## src/rtl/case_select_monitor.sv

```systemverilog
// case_select_monitor: registered table-driven case decoder with unique / unique0 / priority
// violation checking, sticky flags and saturating violation counters.
// Ports:
//   clk, rst_n                                   clock, async active-low reset
//   cfg_we, cfg_idx, cfg_en, cfg_key, cfg_data   entry table write port
//   in_valid, in_sel                             lookup request (one per cycle, no back-pressure)
//   clr                                          synchronous clear of counters and sticky flags
//   out_valid, out_data, out_hit, out_idx        lookup result, one cycle after in_valid
//   viol_none, viol_multi                        per-result violation pulses
//   none_cnt, multi_cnt                          saturating violation counts
//   sticky_none, sticky_multi                    sticky violation flags
module case_select_monitor #(
  parameter int SEL_W = 2,
  parameter int DATA_W = 4,
  parameter int ENTRIES = 4,
  parameter int MODE = 0,
  parameter int CNT_W = 8,
  parameter logic [DATA_W-1:0] DEFAULT_DATA = '0,
  localparam int IW = $clog2(ENTRIES)
) (
  input  logic              clk,
  input  logic              rst_n,
  input  logic              cfg_we,
  input  logic [IW-1:0]     cfg_idx,
  input  logic              cfg_en,
  input  logic [SEL_W-1:0]  cfg_key,
  input  logic [DATA_W-1:0] cfg_data,
  input  logic              in_valid,
  input  logic [SEL_W-1:0]  in_sel,
  input  logic              clr,
  output logic              out_valid,
  output logic [DATA_W-1:0] out_data,
  output logic              out_hit,
  output logic [IW-1:0]     out_idx,
  output logic              viol_none,
  output logic              viol_multi,
  output logic [CNT_W-1:0]  none_cnt,
  output logic [CNT_W-1:0]  multi_cnt,
  output logic              sticky_none,
  output logic              sticky_multi
);

  // Elaboration-time parameter checks.
  if (MODE < 0 || MODE > 2) begin : g_bad_mode
    $error("case_select_monitor: MODE must be 0 (unique), 1 (unique0) or 2 (priority)");
  end
  if (ENTRIES < 2) begin : g_bad_entries
    $error("case_select_monitor: ENTRIES must be at least 2");
  end

  logic              tab_en   [ENTRIES];
  logic [SEL_W-1:0]  tab_key  [ENTRIES];
  logic [DATA_W-1:0] tab_data [ENTRIES];

  // Only non-power-of-two tables can see an out-of-range index.
  logic idx_ok;
  if (ENTRIES == (1 << IW)) begin : g_idx_full
    assign idx_ok = 1'b1;
  end else begin : g_idx_part
    assign idx_ok = (cfg_idx < IW'(ENTRIES));
  end

  always_ff @(posedge clk or negedge rst_n) begin
    if (!rst_n) begin
      for (int i = 0; i < ENTRIES; i++) begin
        tab_en[i]   <= 1'b0;
        tab_key[i]  <= '0;
        tab_data[i] <= '0;
      end
    end else if (cfg_we && idx_ok) begin
      tab_en[cfg_idx]   <= cfg_en;
      tab_key[cfg_idx]  <= cfg_key;
      tab_data[cfg_idx] <= cfg_data;
    end
  end

  // Scan from the highest index down so the lowest matching index is the
  // one left selected; a second hit along the way flags a multi-match.
  logic              hit_c;
  logic              multi_c;
  logic [IW-1:0]     idx_c;
  logic [DATA_W-1:0] data_c;

  always_comb begin
    hit_c   = 1'b0;
    multi_c = 1'b0;
    idx_c   = '0;
    data_c  = DEFAULT_DATA;
    for (int i = ENTRIES - 1; i >= 0; i--) begin
      if (tab_en[i] && (tab_key[i] == in_sel)) begin
        if (hit_c) multi_c = 1'b1;
        hit_c  = 1'b1;
        idx_c  = IW'(i);
        data_c = tab_data[i];
      end
    end
  end

  // unique0 tolerates no-match, priority tolerates multi-match.
  logic vn_c;
  logic vm_c;
  assign vn_c = in_valid && !hit_c  && (MODE != 1);
  assign vm_c = in_valid && multi_c && (MODE != 2);

  always_ff @(posedge clk or negedge rst_n) begin
    if (!rst_n) begin
      out_valid    <= 1'b0;
      out_data     <= DEFAULT_DATA;
      out_hit      <= 1'b0;
      out_idx      <= '0;
      viol_none    <= 1'b0;
      viol_multi   <= 1'b0;
      none_cnt     <= '0;
      multi_cnt    <= '0;
      sticky_none  <= 1'b0;
      sticky_multi <= 1'b0;
    end else begin
      out_valid  <= in_valid;
      viol_none  <= vn_c;
      viol_multi <= vm_c;
      if (in_valid) begin
        out_data <= data_c;
        out_hit  <= hit_c;
        out_idx  <= idx_c;
      end
      // clr wins over a coincident violation; the pulse itself still goes out.
      if (clr) begin
        none_cnt     <= '0;
        multi_cnt    <= '0;
        sticky_none  <= 1'b0;
        sticky_multi <= 1'b0;
      end else begin
        if (vn_c && (none_cnt != '1))  none_cnt  <= none_cnt + 1'b1;
        if (vm_c && (multi_cnt != '1)) multi_cnt <= multi_cnt + 1'b1;
        if (vn_c) sticky_none  <= 1'b1;
        if (vm_c) sticky_multi <= 1'b1;
      end
    end
  end

endmodule
```

## config.mk

```make
export PLATFORM = sky130hd
export DESIGN_NAME = case_select_monitor
export DESIGN_NICKNAME = d
export VERILOG_FILES = /design/src/rtl/case_select_monitor.sv
export SDC_FILE = /design/constraint.sdc
export NUM_CORES = 1
export LEC_CHECK = 0
export BUFFER_PORTS_ARGS = -buffer_cell sky130_fd_sc_hd__buf_2
export CORE_ASPECT_RATIO = 1.75
export CORE_MARGIN = 10
export CORE_UTILIZATION = 40
export DETAILED_ROUTE_END_ITERATION = 10
export SLEW_MARGIN = 10
export SYNTH_ARGS = -nofsm -noshare
export SYNTH_HDL_FRONTEND = slang
export SYNTH_SLANG_ARGS = --single-unit
export TNS_END_PERCENT = 30
```

## constraint.sdc

```tcl
create_clock -name clk -period 2.7 [get_ports clk]
set_input_delay 0.54 -clock clk [delete_from_list [all_inputs] [get_ports clk]]
set_output_delay 0.54 -clock clk [all_outputs]
set_load 0.02 [all_outputs]
```

==> impl_results.md <==
- Reg2reg end: multi_cnt[7]
- Number of gates resized after CTS: 0
- Tcrit/Tclk final: 77.4%
- WHS Path Cells: 2
- Routed vias/inst: 5.16
- Gpl congestion: between 0.8 and 0.9
- Die Ht: 127 µm
- Type of the worst min-delay path: input port to flip-flop
- Max-cap check violation count: 0
- Number of DRC markers in iteration 0: between 50 and 60
- Total gr overflow: 0
- Reg-to-reg startpoint: tab_key[5]
- Yosys synthesis warning count: 0
- Syn_nets: 239
- Clock tree buffer depth: 2
- Core ar.: ~6300 µm²
- Io pins: 44
- Detailed Routing Iterations Pass 1: 4
- Via Count: 1,802
- Crit Path Class: flip-flop to flip-flop
- Clk_skew: 3.63 ps
- IR drop worst, VDD: roughly 0.00034 V
- DR WL/cell: between 15 and 20 µm
- Routed Antenna Nets: 0
- Worst Setup End Kind: flip-flop
- Final core occ: 48.1%
- CP startpoint kind: flip-flop
- First-pass GRT wire length: 9310 µm
- Leakage: 1.41 nW
- Worst Reg-to-Reg Cells: 6
- Final Non-Filler Cells: approximately 350
- Worst Hold Path EP: tab_data[8]
- Port buffer count: 43
- Tmin final: 2090 ps
- Number of global-route vias before repair: 1,899
- GR Util All Layers: 11.4%
- Reg clk slew, reported paths: 90 ps
- Seq/Total Area, Yosys: 53.8%
- Max stage delay on crit path: 420 ps
- P&R area growth vs syn: 15.8%
- # diodes: 0
- Placed insts: 340
- TritonCTS clock tree: done
- Antenna violations before repair: 0
- Fmax: roughly 0.48 GHz
- Num CTS Buffers: 5
- Finish-stage setup viols: 0
- Worst slew pin tran: around 460 ps
- Htree depth: 2
- RSZ-0062 raised after global routing: false
- Initial Utilization: roughly two fifths
- CP max stage cell: dfrtp_1
- Die X: roughly 81 µm
- Flop2flop setup slack: around 610 ps
- Avg Cell Area, Syn: about 12 µm²
- Std-Cell Rows: 38
- Library cells used by synthesis: 38
- Hpwl dp: between 4000 and 5000 µm
- Req. time, crit path: 2890 ps
- Fillers: between 600 and 700
- Worst slew margin: between 60% and 70%
- Largest net degree at the start of global routing: 34
- Crit path max fanout: 9
- Post-Syn Instances: 221
- Seq cells post-synth: 56
- Layout cells sized above 1: 32.7%
- Status: finished clean
- CTS Sinks: 56
- Hold Fails Final Rpt: 0
- CTS Root Cell: clkbuf_8
- Critical Path AT: 2280 ps
- Area of the die: 10,300 µm²
- Worst skew pair latency: 300 ps
- Nets: 286
- Fin. max-slew vios: 0
- Drt drc: 0
- Power per cell area: 667 nW/µm²
- Worst-path cell chain: xnor2_1 > and3_1 > maj3_2 > o211ai_4 > nor4_1 > mux2_1
- Min-delay src: cfg_data[0]
- TNS Setup: 0 ps
- Final WL: 5640 µm
- Cell Area, Synth: 2600 µm²
## report_power, final
part	internal [W]	total [W]	switching (W)
logic	0.000192	0.000432	0.000240
clock network	0.000276	0.000535	0.000259
registers	0.000962	0.00105	0.0000838
total	0.00143	0.00201	0.000583
## cell families (layout without fill, tap and decap cells)
kind of cell / Yosys count / count (layout) / share of synthesized area, %
buffers and inverters: 14 / 62 / 2.93
XOR/XNOR: 13 / 13 / 4.37
flip-flops: 56 / 56 / 53.8
adder cells (fa/ha/maj): 3 / 3 / 1.39
multiplexers: 34 / 34 / 14.8
AND/OR/NAND/NOR: 73 / 73 / 14.7
AO/OA/AOI/OAI: 28 / 28 / 7.97
## cell type report
class / instances / area [µm²] / area share [%]
clock buffer: 6 / 72.6 / 2.40
clock inverter: 2 / 35.0 / 1.16
inverter: 5 / 18.8 / 0.622
multi-input combinational: 151 / 1130 / 37.4
sequential: 56 / 1400 / 46.4
tap: 80 / 100 / 3.32
timing repair buffer: 49 / 263 / 8.71
## worst max path at each step
stage                     from  slack [ps]            to
floorplan            in_sel[1]         530  multi_cnt[0]
global placement     in_sel[0]         370  multi_cnt[7]
detailed placement   in_sel[0]         280  multi_cnt[7]
CTS                 tab_key[5]         580  multi_cnt[7]
global route        tab_key[7]         500  multi_cnt[7]
finish              tab_key[5]         610  multi_cnt[7]
## placed cells by master, fill, tap and decap left out, drive strengths merged
| master | instances |
|---|---|
| nand2 | 9 |
| and4b | 1 |
| a211oi | 1 |
| a31oi | 5 |
| nand4 | 2 |
| inv | 5 |
| xor2 | 5 |
| clkbuf | 6 |
| o31ai | 1 |
| a311oi | 1 |
| nor3 | 1 |
| nor3b | 4 |
| clkinv | 1 |
| dlygate4sd3 | 1 |
| maj3 | 1 |
| dfrtp | 56 |
| and4 | 1 |
| nor4 | 1 |
| bufinv | 1 |
| nand2b | 2 |
| buf | 48 |
| nor2 | 22 |
| mux2 | 33 |
| mux2i | 1 |
| and3 | 10 |
| o2111ai | 1 |
| a21oi | 7 |
| o211ai | 6 |
| a221o | 4 |
| o21ai | 2 |
| xnor2 | 8 |
| nand3b | 2 |
| ha | 2 |
| nor2b | 6 |
| or4 | 1 |
| nand3 | 11 |
## per-stage QoR
stage	area [µm²]	hold slack, ps	setup slack [ps]	total power [W]
3_3_place_gp	2900	334	372	0.00150
6_report	3020	509	610	0.00201
4_1_cts	3020	501	584	0.00205
2_1_floorplan	2610	244	526	0.00135
3_5_place_dp	2900	332	280	0.00151
5_1_grt	3020	505	496	0.00212
## flip-flops by register name (all words and copies together), names as in the netlist, 2 cells and up
register	flops
tab_key	8
tab_data	16
out_idx	2
tab_en	4
multi_cnt	8
none_cnt	8
out_data	4
## synth_stat cells (all sizes together)
cell / instances / share of area, %
a211oi: 1 / 0.29
a21oi: 7 / 1.3
a221o: 4 / 1.5
a311oi: 1 / 0.34
a31oi: 5 / 1.2
and3: 10 / 2.4
and4: 1 / 0.34
and4b: 1 / 0.38
buf: 4 / 1.5
clkbuf: 5 / 0.72
dfrtp: 56 / 54
ha: 2 / 0.96
inv: 5 / 0.72
maj3: 1 / 0.43
mux2: 33 / 14
mux2i: 1 / 0.38
nand2: 9 / 1.3
nand2b: 2 / 0.48
nand3: 11 / 2.1
nand3b: 2 / 0.58
nand4: 2 / 0.48
nor2: 22 / 3.2
nor2b: 6 / 1.4
nor3: 1 / 0.38
nor3b: 4 / 1.2
nor4: 1 / 0.24
o2111ai: 1 / 0.34
o211ai: 6 / 2.3
o21ai: 2 / 0.38
o31ai: 1 / 0.29
or4: 1 / 0.29
xnor2: 8 / 2.7
xor2: 5 / 1.7
## critical path: cells and delay by family, from the launching register on
kind                       cells  cell delay, ps
and+or+nand+nor                2             630
muxes                          1             350
xor gates and xnor gates       1             200
DFF                            1             420
adders and majority gates      1             250
AOI/OAI and AO/OA              1             120
## metal layers
metal	wire, µm	global-route usage, %
met1	2090	11.7
met2	3230	21.6
met3	256	2.76
met4	59	3.38
met5	0	0
## what timing repair did
item / in CTS / in global routing
hold endpoints to repair: 1 / 0
hold buffers: 1 / 0
buffers inserted: 0 / 0
(Power assumes the default switching activity.)
